--- src/rtl/photo_pixel_pipe.sv ---
// Per-row flash line fetch, byte FIFO, colour-mode unpack, power-of-two
// pixel replication and registered RGB for the VGA output stage.
module photo_pixel_pipe #(
  parameter int ADDR_W     = 24,
  parameter int COL_W      = 11,
  parameter int FIFO_DEPTH = 4,
  parameter int CHAN_BITS  = 2
) (
  input  logic                   clk,
  input  logic                   rst_n,
  input  logic [ADDR_W-1:0]      frame_base,
  input  logic [COL_W-1:0]       line_bytes,
  input  logic [1:0]             mode,
  input  logic [1:0]             hscale,
  input  logic [1:0]             vscale,
  input  logic                   row_pulse,
  input  logic                   frame_pulse,
  input  logic                   active,
  input  logic                   pal_we,
  input  logic [3:0]             pal_addr,
  input  logic [3*CHAN_BITS-1:0] pal_data,
  output logic                   start_read,
  output logic [ADDR_W-1:0]      addr_out,
  output logic                   stop_read,
  input  logic [7:0]             byte_in,
  input  logic                   byte_valid,
  output logic [CHAN_BITS-1:0]   R,
  output logic [CHAN_BITS-1:0]   G,
  output logic [CHAN_BITS-1:0]   B,
  output logic                   overflow,
  output logic                   underflow
);
  localparam int PW    = $clog2(FIFO_DEPTH);
  localparam int CNT_W = PW + 1;
  localparam int PX_W  = 3 * CHAN_BITS;

  // Byte stream: byte_in is taken in every cycle byte_valid=1; there is no
  // ready, so a byte arriving on a full FIFO (without a same-cycle pop) is lost.
  logic [7:0]        fifo_mem [FIFO_DEPTH];
  logic [PW-1:0]     wr_ptr, rd_ptr;
  logic [CNT_W-1:0]  count;
  logic [PX_W-1:0]   pal [16];

  logic [1:0]        mode_r, hscale_r, sub, hcnt, rep_cnt;
  logic [ADDR_W-1:0] line_addr;
  logic              active_d;
  logic [PX_W-1:0]   last_px;

  logic [7:0]        head;
  logic              empty, full, last_sub, due, pop, push_ok;
  logic [1:0]        hmax, vmask, v2;
  logic [3:0]        nib;
  logic [PX_W-1:0]   px;

  function automatic logic [CHAN_BITS-1:0] zero_fill(input logic [1:0] v);
    zero_fill = '0;
    zero_fill[CHAN_BITS-1 -: 2] = v;
  endfunction

  function automatic logic [CHAN_BITS-1:0] rep_fill(input logic [1:0] v);
    rep_fill = '0;
    for (int i = 0; i < CHAN_BITS; i++)
      rep_fill[CHAN_BITS-1-i] = (i % 2 == 0) ? v[1] : v[0];
  endfunction

  always_comb begin
    head  = fifo_mem[rd_ptr];
    empty = (count == '0);
    full  = (count == CNT_W'(FIFO_DEPTH));
    case (hscale_r)
      2'd0:    hmax = 2'd0;
      2'd1:    hmax = 2'd1;
      default: hmax = 2'd3;
    endcase
    case (vscale)
      2'd0:    vmask = 2'd0;
      2'd1:    vmask = 2'd1;
      default: vmask = 2'd3;
    endcase
    case (mode_r)
      2'd1:    last_sub = (sub == 2'd1);
      2'd2:    last_sub = (sub == 2'd3);
      default: last_sub = 1'b1;
    endcase
    nib = sub[0] ? head[3:0] : head[7:4];
    case (sub)
      2'd0:    v2 = head[7:6];
      2'd1:    v2 = head[5:4];
      2'd2:    v2 = head[3:2];
      default: v2 = head[1:0];
    endcase
    case (mode_r)
      2'd1:    px = pal[nib];
      2'd2:    px = {rep_fill(v2), rep_fill(v2), rep_fill(v2)};
      default: px = {zero_fill(head[7:6]), zero_fill(head[5:4]), zero_fill(head[2:1])};
    endcase
    due     = active && !row_pulse && (hcnt == 2'd0);
    pop     = due && !empty && last_sub;
    push_ok = byte_valid && !row_pulse && (!full || pop);
  end

  // Storage arrays carry no reset; the palette is undefined until written.
  always_ff @(posedge clk) begin
    if (push_ok) fifo_mem[wr_ptr] <= byte_in;
    if (pal_we)  pal[pal_addr]    <= pal_data;
  end

  always_ff @(posedge clk) begin
    if (!rst_n) begin
      wr_ptr     <= '0;
      rd_ptr     <= '0;
      count      <= '0;
      mode_r     <= '0;
      hscale_r   <= '0;
      sub        <= '0;
      hcnt       <= '0;
      rep_cnt    <= '0;
      line_addr  <= '0;
      active_d   <= 1'b0;
      last_px    <= '0;
      start_read <= 1'b0;
      addr_out   <= '0;
      stop_read  <= 1'b0;
      R          <= '0;
      G          <= '0;
      B          <= '0;
      overflow   <= 1'b0;
      underflow  <= 1'b0;
    end else begin
      start_read <= 1'b0;
      active_d   <= active;
      stop_read  <= active_d && !active;

      if (push_ok) wr_ptr <= wr_ptr + 1'b1;
      if (pop)     rd_ptr <= rd_ptr + 1'b1;
      count <= count + CNT_W'(push_ok) - CNT_W'(pop);
      if (byte_valid && !row_pulse && full && !pop) overflow <= 1'b1;

      if (!active) begin
        {B, G, R} <= '0;
        hcnt      <= 2'd0;
      end else begin
        hcnt <= (hcnt == hmax) ? 2'd0 : hcnt + 2'd1;
        if (due && !empty) begin
          {B, G, R} <= px;
          last_px   <= px;
          sub       <= last_sub ? 2'd0 : sub + 2'd1;
        end else begin
          {B, G, R} <= last_px;
          if (due) underflow <= 1'b1;
        end
      end

      if (frame_pulse) begin
        line_addr <= frame_base;
        rep_cnt   <= 2'd0;
      end

      // Row start flushes the FIFO and unpacker; assignments here win.
      if (row_pulse) begin
        wr_ptr     <= '0;
        rd_ptr     <= '0;
        count      <= '0;
        sub        <= 2'd0;
        hcnt       <= 2'd0;
        mode_r     <= mode;
        hscale_r   <= hscale;
        start_read <= 1'b1;
        if (frame_pulse) begin
          addr_out <= frame_base;
        end else begin
          addr_out <= line_addr;
          if ((rep_cnt & vmask) == vmask) begin
            rep_cnt   <= 2'd0;
            line_addr <= line_addr + ADDR_W'(line_bytes);
          end else begin
            rep_cnt <= rep_cnt + 2'd1;
          end
        end
      end
    end
  end
endmodule

--- config.mk ---
export PLATFORM = sky130hd
export DESIGN_NAME = photo_pixel_pipe
export DESIGN_NICKNAME = d
export VERILOG_FILES = /design/src/rtl/photo_pixel_pipe.sv
export SDC_FILE = /design/constraint.sdc
export NUM_CORES = 1
export LEC_CHECK = 0
export ABC_AREA = 1
export ABC_CLOCK_PERIOD_IN_PS = 3250
export BUFFER_PORTS_ARGS = -buffer_cell sky130_fd_sc_hd__buf_4
export CELL_PAD_IN_SITES_DETAIL_PLACEMENT = 1
export CELL_PAD_IN_SITES_GLOBAL_PLACEMENT = 1
export CORE_ASPECT_RATIO = 0.75
export CORE_UTILIZATION = 28
export DETAILED_ROUTE_END_ITERATION = 7
export HOLD_SLACK_MARGIN = 0.05
export PLACE_DENSITY = 0.5
export SLEW_MARGIN = 10
export SYNTH_ARGS = -nofsm -noshare
export SYNTH_HDL_FRONTEND = slang
export SYNTH_SLANG_ARGS = --single-unit
--- constraint.sdc ---
create_clock -name clk -period 3.25 [get_ports clk]
set_input_delay 0.65 -clock clk [delete_from_list [all_inputs] [get_ports clk]]
set_output_delay 0.65 -clock clk [all_outputs]
set_load 0.005 [all_outputs]
# Yosys cells after proc, flatten, opt, wreduce, memory -nomap -nowiden
# Memory sizes are Yosys's and may differ from the RTL's. A register that Yosys moved wholly into a read port is not among the register bits.
# Cells that the tools add are included.
[classes] addsub=8 eq_ne=10 n_mux=25 bitwise_logic=4 n_reduce_logical=25
[ops] cell="$mux W24" count=4
[ops] cell="$add A24 B11 Y24" count=1
[ops] cell="$mux W2" count=10
[ops] cell="$pmux W6 S2" count=1
[ops] cell="$add A2 B1 Y2 const B" count=5
[ops] cell="$logic_and A1 B1 Y1" count=9
[ops] cell="$eq A2 B1 Y1 const B" count=4
[ops] cell="$logic_not A2 Y1" count=4
[ops] cell="$pmux W2 S2" count=2
[ops] cell="$eq A2 B2 Y1 const B" count=3
[ops] cell="$pmux W2 S3" count=1
[ops] cell="$logic_not A1 Y1" count=5
[ops] cell="$mux W1" count=5
[ops] cell="$eq A2 B2 Y1" count=2
[ops] cell="$mux W4" count=1
[ops] cell="$reduce_and A2 Y1" count=2
[ops] cell="$reduce_or A4 Y1" count=1
[ops] cell="$add A3 B1 Y3" count=1
[ops] cell="$eq A3 B3 Y1 const B" count=1
[ops] cell="$logic_not A3 Y1" count=1
[ops] cell="$not A1 Y1" count=3
[ops] cell="$reduce_and A3 Y1" count=1
[ops] cell="$sub A3 B1 Y3" count=1
[ops] cell="$and A2 B2 Y2" count=1
[ops] cell="3 further kinds" count=3
[totals] reg_bits=82 ramBits=128 inputBits=66 wordCells=93 memories=2
[memory_table] memory="pal" words=16 width=6 rd=1 rd_clocked_by_memory_dff=0 wr=1 line_no="42" text="logic [PX_W-1:0] pal [16];"
[memory_table] memory="fifo_mem" words=4 width=8 rd=1 rd_clocked_by_memory_dff=1 wr=1 line_no="39" text="logic [7:0] fifo_mem [FIFO_DEPTH];"

# Longest topological paths before layout
# Gate-level depths: netlist (run 1).
[depth] ltp_word=9 mapped_depth=18

# Worst setup path before layout (run 1)
# Ideal clock, no wire load.
[synth_timing] kind="register -> register" startpoint="register mode_r[0]" endpoint="register count[2]" setup_ns=0.120 arrival_time_ns=2.741 slack_ns=0.389 stages_incl_launch_ff=18 period_less_slack_ns=2.861 path_cell_list="dfxtp_1 > inv_1 > ha_1 > clkbuf_1 > a21oi_1 > nand2_1 > nand2_1 > inv_2 > nor4_1 > nor3_1 > inv_2 > ha_1 > inv_1 > ha_1 > fa_1 > xor2_1 > o21ai_0 > a21oi_1"
[synth_via] elab_chain_cells=7 elab_cells_between_ends=8
[synth_lines] element="start, declared" line_no="44" text="logic [1:0] mode_r, hscale_r, sub, hcnt, rep_cnt;"
[synth_lines] element="start signal, assigned" line_no="166" text="mode_r <= mode;"
[synth_lines] element="$eq A2 B2 Y1 or $eq A2 B1 Y1 (tied branches)" line_no="80" text="case (mode_r)"
[synth_lines] element="$pmux W1 S2 *" line_no="80"
[synth_lines] element="$logic_and A1 B1 Y1 *" line_no="98" text="pop = due && !empty && last_sub;"
[synth_lines] element="net pop" line_no="50" text="logic empty, full, last_sub, due, pop, push_ok;"
[synth_lines] element="$logic_or A1 B1 Y1" line_no="99" text="push_ok = byte_valid && !row_pulse && (!full || pop);"
[synth_lines] element="$logic_and A1 B1 Y1" line_no="99"
[synth_lines] element="$add A3 B1 Y3" line_no="136" text="count <= count + CNT_W'(push_ok) - CNT_W'(pop);"
[synth_lines] element="$sub A3 B1 Y3 *" line_no="136"
[synth_lines] element="end signal, assigned" line_no="136"
[synth_lines] element="end, declared" line_no="41" text="logic [CNT_W-1:0] count;"
# The timed path passes the listed nets; every way through them passes the cells marked *.
# A chain may end at the register's enable or synchronous reset.

# Worst setup path in the final report (run 1)
[layout_timing] startpoint="register mode_r[1]" endpoint="register count[2]"
# The elaborated chain is that of the path after synthesis.

==> results list, run 1 <==
* Clock transition at the registers of the reported paths: ~60 ps
* Type of the worst min-delay path: in -> reg
* Clock network power share: 0.441
* Synth-to-Final Area Change: 21.7%
* Average cell area after synthesis: about 9.5 µm²
* Worst-case reg-to-reg path depth: 16
- The clock arrives with 11.4 ps of skew.
* Buffers from clock root to sink, at most: 3
* Number of setup violations in the final report: 0
- Largest fanout on the critical path: 7
- Sequential fraction of design power: 0.466
* Hold bufs inserted after CTS: 0
- CP startpoint kind: flip-flop
- Number of synthesized flops with an enable pin: roughly 130
- Worst Tran Pin Value: 750 ps
- In this run, the number of DRC markers left after iteration 0 of detailed routing was approximately 370.
* Drt via density: approximately 4.7
- The final count of hold timing violations came to 0.
- Number of antenna violations at the first check in global routing: 0
- The run finished with clean final reports.
- VDD sags by at most about 400 µV.
- Part of the total power dissipated in combinational logic: 0.093
- Type of the worst setup path: reg -> reg
- Vias post-DR: 7,487
* CP max-delay cell: fa_1
- The setup check on the worst reg-to-reg path leaves a slack of 380 ps.
- Cell area after synthesis: 9650 µm²
- The worst register-to-register path ends at count[2].
- At the worst endpoint, the arrival time is between 3000 and 4000 ps.
* Global Route Usage Sum: 0.162
- Register area share after synthesis: 0.572
- In the final routed layout, each cell accounts on average for around 18 µm.
* Max Fclk: between 0.3 and 0.4 GHz
- Routability-driven placement finished with a final weighted congestion of 0.759.
- Leak pwr: 4.69 nW
- Stages on worst setup path: 16
- Fraction of final layout cells sized beyond drive strength 1: 0.175
- The die covers roughly 35,000 µm².
- Subtracting the final worst setup slack from the clock period gives roughly 2900 ps.
* Cell breakdown of the critical path: inv_1, ha_1, a21oi_1, nand2_1, nand2_1, inv_2, nor4_2, nor3_2, inv_2, ha_1, inv_1, ha_1, fa_1, xor2_1, o21ai_0, a21oi_1
* I/O Buffers: slightly below 100
- Kind of end point of the critical path: flip-flop
* Switching power share of the total: 0.242
- Cell count after synthesis: 1,014
* Number of flip-flops and latches in the synthesized netlist: about 210
* Distinct cell type count after synthesis: between 40 and 50
- In the finished design, the share of the clock period the worst path needs comes to 0.883.
- In the final timing run, aggregate negative setup slack is 0 ps.
* Layout Nets: between 1,000 and 1,500
- CTS Sinks: around 210
- CP Buf/Inv Count: 4
* Antenna diode count: 0
* WL final: around 29,000 µm
* Antenna violation net count after detailed routing: 0
- In this run the count of I/O pins placed on the die edge is 100.
* Root buffer cell: clkbuf_16
* Cell type group with the largest total delay on the critical path: adder cells
- Synthesis produced a netlist with a net count of between 1,000 and 1,500.
* Maximum number of pins on one net before global-route repair: slightly below 50
- Final Max Slew Viols: 0
- Total half-perimeter wirelength after legalization and detailed placement: 19,900 µm
- Core area: around 34,000 µm²
- Worst path required time: approximately 3700 ps
- Internal power comes to 4.83 mW.
* Syn. warnings: 0
- Number of rows in the core area: between 50 and 60
- The first TritonRoute pass finished after 4 iterations.
- The floorplan step set the die width to 216 µm.
* Total clock buffers created by CTS: 25
- The finished layout holds 1,592 standard cells, fillers aside.
* Max_slew headroom: 0.498
- Of all flip-flops after synthesis, the portion carrying an async set or reset was 0.
* Capturing element of the worst setup path: count[2]
- The initial utilization of the core area, before any placement, comes to 0.286.
- Via count of the first global-routing pass: about 7,600
- The analysis attributes to net switching a power of roughly 1.5 mW.
- CTS tree: yes
* Die outline height: approximately 160 µm
- Unrepaired setup endpoints after global routing: false
- Origin of the critical flop-to-flop path: mode_r[1]
* Global-route wire length before repair: ~44,000 µm
- After detailed routing, the number of remaining DRC violations is 0.
- For this run, the slowest stage of the critical path takes slightly below 400 ps.
* Critical path's most frequent cell: ha_1
* Total congestion overflow: 0
- Areal power density over the cells: roughly 540 nW/µm²
- Among all flip-flop cells after synthesis, the most frequent one is edfxtp_1.
- CTS H-tree depth: 1
- The most critical setup path has its startpoint at mode_r[1].
- Clock latency of the later-clocked register in the worst-skew pair: about 530 ps
- The tool flagged a number of max-cap violations equal to 0.
- In this run, placement finished with an instance count of approximately 1,500.
## per-layer routing
metal	GRT usage	vias to the layer above	wire [µm]
li1	-	3717	-
met1	0.246	3634	15000
met2	0.243	101	12200
met3	0.0235	35	843
met4	0.0336	0	518
met5	0	-	0
## placed cells by master (no fill, tap or decap), types with 2 or more instances in the layout
master and count:
clkbuf_1 5, clkbuf_16 25, a22o_1 13, o21ai_1 8, edfxtp_1 128, nand4_1 2, dfxtp_1 84, inv_1 78
a221oi_1 3, inv_2 5, o22ai_1 2, nor2_1 68, nand2_2 5, o21a_1 2, bufinv_16 3, or2_2 2
nand3_1 154, nor3_1 5, nand3_2 18, fa_1 2, o21ai_0 55, clkinv_1 7, nand2_1 220, xnor2_1 2
a31oi_1 6, inv_4 2, mux2i_1 5, a211oi_1 5, xor2_1 4, a21oi_1 52, buf_4 121, clkinv_2 3
ha_1 25, o221ai_1 3, buf_12 5
## per-stage QoR
stage | util | hold WS, ps | power (mW) | setup slack, ps | instance area (µm²)
6_report | 0.348 | 291 | 6.37 | 381 | 11800
4_1_cts | 0.348 | 263 | 6.46 | 256 | 11700
2_1_floorplan | - | 393 | 3.36 | 389 | 9650
3_5_place_dp | 0.324 | 405 | 3.63 | 60.8 | 10900
5_1_grt | 0.348 | 282 | 6.64 | 111 | 11800
3_3_place_gp | 0.324 | 404 | 3.62 | 94.0 | 10900
## final cells by class
| cell class | count | area (µm²) |
|---|---|---|
| Timing Repair Buffer | 126 | 1010 |
| Tap cell | 450 | 563 |
| Multi-Input combinational cell | 672 | 3520 |
| Clock inverter | 14 | 144 |
| Clock buffer | 31 | 658 |
| Sequential cell | 212 | 5530 |
| Inverter | 87 | 337 |
| Fill cell | 3823 | 22000 |
## worst min path at each step
stage,to,startpoint,depth (start not counted),slack (ps)
after global routing,stop_read,active,2,280
after detailed placement,hcnt[0],hcnt[0],1,410
after CTS,stop_read,active,2,260
after global placement,hcnt[0],hcnt[0],1,400
final,stop_read,active,2,290
after floorplan,hcnt[0],hcnt[0],1,390
## power groups by stage
stage                     clock network [mW]  logic (mW)  registers, mW
final                                   2.81       0.595           2.97
after global routing                    2.99       0.670           2.98
after detailed placement                   0       0.602           3.03
after floorplan                            0       0.339           3.02
after global placement                     0       0.597           3.02
after CTS                               2.89       0.604           2.97
## worst register-to-register path: stages (launching register included)
cell and delay, ps:
dfxtp_1 310, inv_1 60, ha_1 310, a21oi_1 110, nand2_1 110, nand2_1 70, inv_2 110, nor4_2 60
nor3_2 210, inv_2 110, ha_1 280, inv_1 40, ha_1 180, fa_1 390, xor2_1 190, o21ai_0 160
a21oi_1 60
## synthesized netlist by cell type (3+ instances only)
master / count / area [µm²]
nand2_1: 220 / 826
nand3_1: 154 / 771
edfxtp_1: 128 / 3840
dfxtp_1: 84 / 1680
inv_1: 78 / 293
nor2_1: 69 / 259
o21ai_0: 55 / 275
a21oi_1: 52 / 260
ha_1: 25 / 313
clkbuf_1: 18 / 67.6
nand3_2: 18 / 180
a22o_1: 13 / 114
buf_6: 13 / 146
o21ai_1: 8 / 40.0
a31oi_1: 6 / 37.5
buf_2: 6 / 30.0
buf_4: 6 / 45.0
nor3_1: 6 / 30.0
a211oi_1: 5 / 37.5
inv_2: 5 / 18.8
mux2i_1: 5 / 50.1
nand2_2: 5 / 31.3
xor2_1: 4 / 35.0
a221oi_1: 3 / 26.3
o221ai_1: 3 / 26.3
## cell families (layout without fill, tap and decap cells)
logic type | after synthesis | count (layout) | synth area share
adder cells (fa/ha/maj) | 27 | 27 | 0.0365
AO/OA/AOI/OAI | 155 | 155 | 0.0934
XOR/XNOR | 6 | 6 | 0.00544
flip-flops | 212 | 212 | 0.572
AND/OR/NAND/NOR | 479 | 479 | 0.222
multiplexers | 5 | 5 | 0.00518
buffers and inverters | 130 | 258 | 0.0648
## flip-flops by register name, summed over array words and instances, names as in the netlist, 3 cells and up, named ones only
register,flops
pal,96
fifo_mem,32
addr_out,24
line_addr,24
last_px,6
count,3
## repair_timing
item                                    4_1_cts  5_1_grt
endpoints found under the setup margin        0        1
buffers inserted                              0        0
gates resized for setup                       0        2
Power figures use the tool's default switching activity.
==> run 2, diff against run 1 <==
--- a/config.mk
+++ b/config.mk
@@ -5,7 +5,6 @@
 export SDC_FILE = /design/constraint.sdc
 export NUM_CORES = 1
 export LEC_CHECK = 0
-export ABC_AREA = 1
 export ABC_CLOCK_PERIOD_IN_PS = 3250
 export BUFFER_PORTS_ARGS = -buffer_cell sky130_fd_sc_hd__buf_4
 export CELL_PAD_IN_SITES_DETAIL_PLACEMENT = 1
@@ -14,7 +13,7 @@
 export CORE_UTILIZATION = 28
 export DETAILED_ROUTE_END_ITERATION = 7
 export HOLD_SLACK_MARGIN = 0.05
-export PLACE_DENSITY = 0.5
+export PLACE_DENSITY = 0.49
 export SLEW_MARGIN = 10
 export SYNTH_ARGS = -nofsm -noshare
 export SYNTH_HDL_FRONTEND = slang
==> results list, run 2 <==
- The number of clock sinks is 212 (unchanged).
* Global Route Usage Sum: 0.154 (-0.00871)
* Largest registers: pal: 96 flops, fifo_mem: 32 flops
* Post-route clock skew: 9.30 ps (-2.11 ps)
- Horiz. Die Dim: 215 µm (-0.65%)
- The number of flip-flops in the largest register was 96 (unchanged).
- The number of different library cells in the post-synthesis netlist is 64 (+49%).
- The row count came to 58 (unchanged).
- The critical path starts at sub[1].
- Clock latency of the later-clocked register in the worst-skew pair: 520 ps (about the same)
* Placed cell count: 1,376 (-11%)
- Initial cell density of the core: 0.284 (-0.00191)
- The total leakage power was 4.42 nW (-5.8%).
* Status: finished, final reports clean
- Root buffer cell: clkbuf_16
* Largest vdd supply drop: 374 µV (-4.9%)
- Number of flip-flops and latches in the synthesized netlist: 212 (unchanged)
- The most critical setup path has its endpoint at count[1].
- Antenna violation net count after detailed routing: 0 (unchanged)
* Fill cells: 3,719 (-2.7%)
* Sequential Area: 5530 µm² (unchanged)
* Max_slew headroom: 0.352 (-0.146)
- The number of placed I/O pins came to 100 (unchanged).
* Origin of the critical flop-to-flop path: sub[1]
- The clock buffer count from CTS is 24 (-4.0%).
- Drt via density: 4.76 (+1.2%)
- The number of cells traversed by the worst register-to-register path is 12 (-4).
- The number of violations of the max-capacitance limit was 0 (unchanged).
- Worst Tran Pin Value: 964 ps (+215 ps)
- Cell types with the highest counts after synthesis: edfxtp_1 (128), nand2_1 (118), dfxtp_1 (84)
- In the post-synthesis netlist, the biggest area contributors are edfxtp_1 (40%), dfxtp_1 (18%), mux2i_1 (4.9%), nand2_1 (4.6%), ha_1 (3.3%).
- The post-layout net count came to 1,045 (-14%).
* Worst path required time: 3670 ps (about the same)
* Antenna diode count: 0 (unchanged)
* Detailed-route wire length per cell: 18.7 µm (+4.3%)
- Maximum number of pins on one net before global-route repair: 58 (+18%)
- The synthesized netlist cell count was 844 (-17%).
* Multi-input gate area: 3720 µm² (+5.9%)
- The power consumption was 6.32 mW (-0.89%).
- Pre-CTS WS: 43.3 ps (-17.5 ps)
- Commonest cells after routing, fill and taps aside: edfxtp_1 (128), buf_4 (123), nand2_1 (118)
- The sum of negative setup slack was 0 ps (unchanged).
- The number of synthesized flops with an enable pin came to 128 (unchanged).
- Worst hold path stage count: 1 (-1)
* Post-route fraction of the period consumed by the critical path: 0.960 (+0.0777)
- Final Max Slew Viols: 0 (unchanged)
- Global placer's final weighted congestion: 0.768 (+1.1%)
- Buffers from clock root to sink, at most: 3 (unchanged)
- Fraction of post-synthesis cell area in the top cell type by area: 0.403 (+0.00528)
* Vias post-DR: 6,756 (-9.8%)
- The core footprint was 33,500 µm² (-0.65%).
* WL final: 26,600 µm (-7.0%)
- The number of DRC violations after detailed routing was 0 (unchanged).
- The number of DRC markers in iteration 0 came to 353 (-3.6%).
- The share of layout cells above drive strength 1 was 0.193 (+0.0177).
- I/O Buffers: 99 (unchanged)
- The number of setup buffers added after CTS came to 0 (unchanged).
* Die outline height: 162 µm (-0.65%)
- The number of nets in the synthesized netlist is 937 (-15%).
- Type of the worst min-delay path: in -> reg
- Register containing the most flip-flops in the final layout: pal
- The final count of hold timing violations is 0 (unchanged).
- Arr. time, crit path: 3540 ps (+260 ps)
- For this run, the leading register cell type out of synthesis is edfxtp_1.
- The worst setup path is of the reg -> reg kind.
- The fmax was 0.320 GHz (-8.1%).
- Synth-to-Final Area Change: 22.6%
- The hold buffer count at CTS came to 0 (unchanged).
- Cell area after synthesis: 9530 µm² (-1.3%)
- The wire length of the first global-routing pass came to 41,400 µm (-6.5%).
- Register area share after synthesis: 0.580 (+0.00759)
- The non-filler instance count after layout came to 1,420 (-11%).
* Average cell area after synthesis: 11.3 µm² (+19%)
- CTS H-tree depth: 1 (unchanged)
- Destination of the worst register-to-register timing path: count[1]
- The detailed-router iteration count before antenna repair is 5 (+1).
- The most common cell in the synthesized netlist is edfxtp_1.
* Cell type with the highest aggregate area in the netlist: edfxtp_1
- Most common cell after layout, fill and taps aside: edfxtp_1
- FFs w/ async S/R, synth: 0 (unchanged)
- The number of antenna violations at the first check in global routing was 0 (unchanged).
* Kind of end point of the critical path: flip-flop
- The aggregate global routing overflow is 0 (unchanged).
- The count of warnings emitted by yosys was 0 (unchanged).
* Setup slack of the critical path after layout: 129 ps (-252 ps)
* Setup slack on the worst flop-to-flop path: 130 ps (-250 ps)
* Areal power density over the cells: 541 nW/µm² (-0.27%)
- Largest fanout on the critical path: 5 (-2)
* Clock transition at the registers of the reported paths: 60 ps (about the same)
- STA classifies the critical path startpoint as a flip-flop.
* Number of setup violations in the final report: 0 (unchanged)
* Min Clock Period, post-route: 3120 ps (+252 ps)
- Setup repair after global routing left no endpoint under its margin.
* Die Outline Area: 34,800 µm² (-1.3%)
- The half-perimeter wire length after detailed placement is 18,800 µm (-5.9%).
- TritonCTS built the clock tree.
- Via count of the first global-routing pass: 6,872 (-9.2%)
run 2: cell count changes after synthesis, moves of 17 or more:
cell	change
a21oi_1	-26
nand2_1	-102
inv_1	-58
a211oi_1	+19
mux2i_1	+42
nand3_2	-18
o21ai_0	-26
and2_1	+17
nand3_1	-114
run 2: how the worst min path moves through the flow:
stage,startpoint,end,slack (ps)
2_1_floorplan,active_d,stop_read,400
3_3_place_gp,active_d,stop_read,410
3_5_place_dp,active_d,stop_read,400
4_1_cts,byte_in[1],fifo_mem[1][1],290
5_1_grt,byte_in[1],fifo_mem[3][1],300
6_report,byte_in[1],fifo_mem[3][1],330
run 2: routing by layer:
metal / wire length, µm / vias to the layer above / global-route usage
li1: - / 3310 / -
met1: 14200 / 3319 / 0.238
met2: 11000 / 96 / 0.219
met3: 944 / 31 / 0.0262
met4: 457 / 0 / 0.0348
met5: 0 / - / 0
run 2: power by group:
group	switching (mW)	internal, mW
sequential	0.0465	2.93
combinational	0.328	0.245
clock	1.11	1.66
run 2: cells by family (layout without fill, tap and decap cells):
| group | after synthesis | after routing | synth area share |
|---|---|---|---|
| AOI/OAI and AO/OA | 156 | 156 | 0.110 |
| xor gates and xnor gates | 23 | 23 | 0.0211 |
| adders and majority gates | 27 | 27 | 0.0370 |
| buffers and inverters | 65 | 191 | 0.0311 |
| DFF | 212 | 212 | 0.580 |
| muxes | 62 | 62 | 0.0784 |
| and+or+nand+nor | 299 | 299 | 0.142 |
run 2: area by class of cell:
type / count / share of cell area
Timing Repair Buffer: 126 / 0.0842
Sequential cell: 212 / 0.473
Inverter: 21 / 0.00675
Tap cell: 450 / 0.0482
Clock buffer: 34 / 0.0597
Clock inverter: 10 / 0.00921
Multi-Input combinational cell: 567 / 0.319
run 2: worst max-delay path, stage by stage, from the launching register on:
cell,delay (ps)
dfxtp_1,400
inv_1,90
ha_1,230
a221o_1,330
and2_2,220
or4b_4,500
and3b_1,210
inv_1,60
ha_1,210
inv_1,60
ha_1,170
fa_1,410
and2_1,140
run 2: what timing repair did:
action,in CTS,in global routing
gates resized for setup,0,3
endpoints found under the setup margin,0,1
endpoints found under the hold margin,0,0
run 2: through the flow:
| step | instance area (µm²) | util | hold slack [ps] |
|---|---|---|---|
| after floorplan | 9530 | - | 395 |
| after global routing | 11700 | 0.348 | 297 |
| after global placement | 10900 | 0.324 | 408 |
| after detailed placement | 10900 | 0.324 | 403 |
| after CTS | 11700 | 0.348 | 294 |
| final | 11700 | 0.348 | 327 |
==> run 3, diff against run 2 <==
--- a/config.mk
+++ b/config.mk
@@ -13,6 +13,7 @@
 export CORE_UTILIZATION = 28
 export DETAILED_ROUTE_END_ITERATION = 7
 export HOLD_SLACK_MARGIN = 0.05
+export MAX_ROUTING_LAYER = met4
 export PLACE_DENSITY = 0.49
 export SLEW_MARGIN = 10
 export SYNTH_ARGS = -nofsm -noshare
==> results list, run 3 (synthesis gave the netlist of run 2 again) <==
- The final count of pins violating max slew was 0 (unchanged).
- The fraction of the cycle the final worst path needs was 0.958 (-0.00248).
- The number of placed I/O pins is 100 (unchanged).
- Critical path's largest stage delay: 490 ps (about the same)
* Horiz. Die Dim: 215 µm (unchanged)
- The number of global-route vias before repair is 6,876 (+0.058%).
- Cell breakdown of the critical path: inv_1, ha_1, a221o_1, and2_2, or4b_4, and3b_1, inv_1, ha_1, inv_1, ha_1, fa_1, and2_1
- # Max-Cap Violations: 0 (unchanged)
* Global placer's final weighted congestion: 0.778 (+1.3%)
* Fraction of final layout cells sized beyond drive strength 1: 0.193 (unchanged)
- The final-report setup violation count is 0 (unchanged).
* Root buffer cell: clkbuf_16
* Largest registers: pal: 96 flops, fifo_mem: 32 flops
* Hold wc startpoint: byte_in[1]
- The slowest stage of the critical path is the or4b_4 cell.
- Destination of the worst register-to-register timing path: count[1]
- The number of antenna violations at the first check in global routing was 0 (unchanged).
- Cell type group with the largest total delay on the critical path: simple AND/OR/NAND/NOR gates
* Origin of the critical flop-to-flop path: sub[1]
* Worst-case reg-to-reg path depth: 12 (unchanged)
- Setup slack on the worst flop-to-flop path: 140 ps (about the same)
* Core area: 33,500 µm² (unchanged)
* Detailed-route wire length per cell: 18.7 µm (+0.11%)
- STA classifies the critical path startpoint as a flip-flop.
* Synth-to-Final Area Change: 22.6% (unchanged)
- First-pass iteration count of the detailed router: 4 (-1)
- The worst endpoint required time was 3670 ps (about the same).
- The combined global-route utilization of all metal layers is 0.158 (+0.00468).
- The floorplan die area is 34,800 µm² (unchanged).
* Total clock buffers created by CTS: 24 (unchanged)
- The chip height came to 162 µm (unchanged).
- Antenna violation net count after detailed routing: 0 (unchanged)
- The buffering stage count on the worst path with inverters included is 3 (unchanged).
* Most common cell after layout, fill and taps aside: edfxtp_1
* Areal power density over the cells: 541 nW/µm² (about the same)
- The sum of negative setup slack was 0 ps (unchanged).
- Total congestion overflow: 0 (unchanged)
* Sequential Area: 5530 µm² (unchanged)
- Unrepaired setup endpoints after global routing: false
- Arr. time, crit path: 3530 ps (about the same)
- In this run the worst hold path is classified as in -> reg.
- The number of flip-flops in the largest register came to 96 (unchanged).
* Number of rows in the core area: 58 (unchanged)
* Cell area after layout: 11,700 µm² (unchanged)
* Iteration-0 DRC count of the detailed router: 323 (-8.5%)
* Type of the worst setup path: reg -> reg
- The per-cell via count in the routed design is 4.75 (-0.19%).
- The critical-path maximum fanout came to 5 (unchanged).
* Final hold vios: 0 (unchanged)
- The wire length of the first global-routing pass came to 41,300 µm (-0.15%).
* Buffers from clock root to sink, at most: 3 (unchanged)
* Antenna diode count: 0 (unchanged)
* Worst Tran Pin Value: 983 ps (+18.4 ps)
- Register containing the most flip-flops in the final layout: pal
- The aggregate routed wire length came to 26,600 µm (+0.11%).
- CTS H-tree depth: 1 (unchanged)
* Fill cells: 3,719 (unchanged)
- Clock transition at the registers of the reported paths: 60 ps (about the same)
- Multi-input gate area: 3720 µm² (unchanged)
* Commonest cells after routing, fill and taps aside: edfxtp_1 (128), buf_4 (123), nand2_1 (118)
- Largest vdd supply drop: 376 µV (+0.46%)
- The half-perimeter wire length after detailed placement came to 18,800 µm (unchanged).
* Kind of end point of the critical path: flip-flop
* Max_slew headroom: 0.340 (-0.0123)
* Initial cell density of the core: 0.284 (unchanged)
* Vias post-DR: 6,743 (-0.19%)
- The shortest period the worst path allows came to 3110 ps (-8.07 ps).
- The number of DRC violations after detailed routing was 0 (unchanged).
* Placed cell area: 10,900 µm² (unchanged)
- The final setup skew was 9.37 ps (+0.0723 ps).
* Leak pwr: 4.42 nW (unchanged)
- The run finished with clean final reports.
- Worst hold path stage count: 1 (unchanged)
- The fmax was 0.321 GHz (+0.26%).
- For hold timing, the worst endpoint is fifo_mem[3][1].
- Clock latency of the later-clocked register in the worst-skew pair: 520 ps (about the same)
- CTS tree: yes
- CTS Sinks: 212 (unchanged)
* I/O Buffers: 99 (unchanged)
- Maximum number of pins on one net before global-route repair: 58 (unchanged)
- Layout Nets: 1,045 (unchanged)
-- run 3: cell counts in the layout (fill, tap and decap cells not counted) --
No cell type changed its count.
-- run 3: power by group --
group	leakage [nW]	internal, mW	switching, mW
Clock	0.401	1.66	1.11
Sequential	1.85	2.93	0.0463
Combinational	2.17	0.245	0.329
Total	4.42	4.83	1.49
-- run 3: worst max-delay path by stage --
stage                  start            end  slack [ps]  depth (start not counted)
3_5_place_dp   line_bytes[0]  line_addr[22]          40                         13
4_1_cts            mode_r[0]       count[1]          80                         12
2_1_floorplan         active       count[2]          30                         14
5_1_grt               sub[1]       count[1]           2                         12
3_3_place_gp   line_bytes[0]  line_addr[22]         170                         13
6_report              sub[1]       count[1]         140                         12
-- run 3: metrics by stage --
step	hold WS (ps)	total power, mW	setup slack, ps	std cells	utilization
after floorplan	395	3.35	29.3	844	-
after global placement	408	3.62	167	1376	0.324
after detailed placement	403	3.62	43.3	1376	0.324
after CTS	294	6.43	83.1	1420	0.348
after global routing	297	6.61	2.48	1420	0.348
final	326	6.32	137	1420	0.348
-- run 3: cell type report --
type,count,share of cell area
flip-flops and latches,212,0.473
inverters,21,0.00675
clock inverters,10,0.00921
well taps,450,0.0482
multi-input cells,567,0.319
repair buffers,126,0.0842
clock buffers,34,0.0597
-- run 3: what timing repair did --
item                                    4_1_cts  5_1_grt
endpoints found under the setup margin        0        1
buffers inserted                              0        0
resized for setup                             0        3
hold buffers                                  0        0
-- run 3: routing by layer --
metal | vias to the layer above | GRT usage | wire length (µm)
met2 | 100 | 0.219 | 10900
met5 | - | - | 0
met1 | 3302 | 0.238 | 14200
met3 | 34 | 0.0262 | 963
li1 | 3307 | - | -
met4 | 0 | 0.0348 | 452
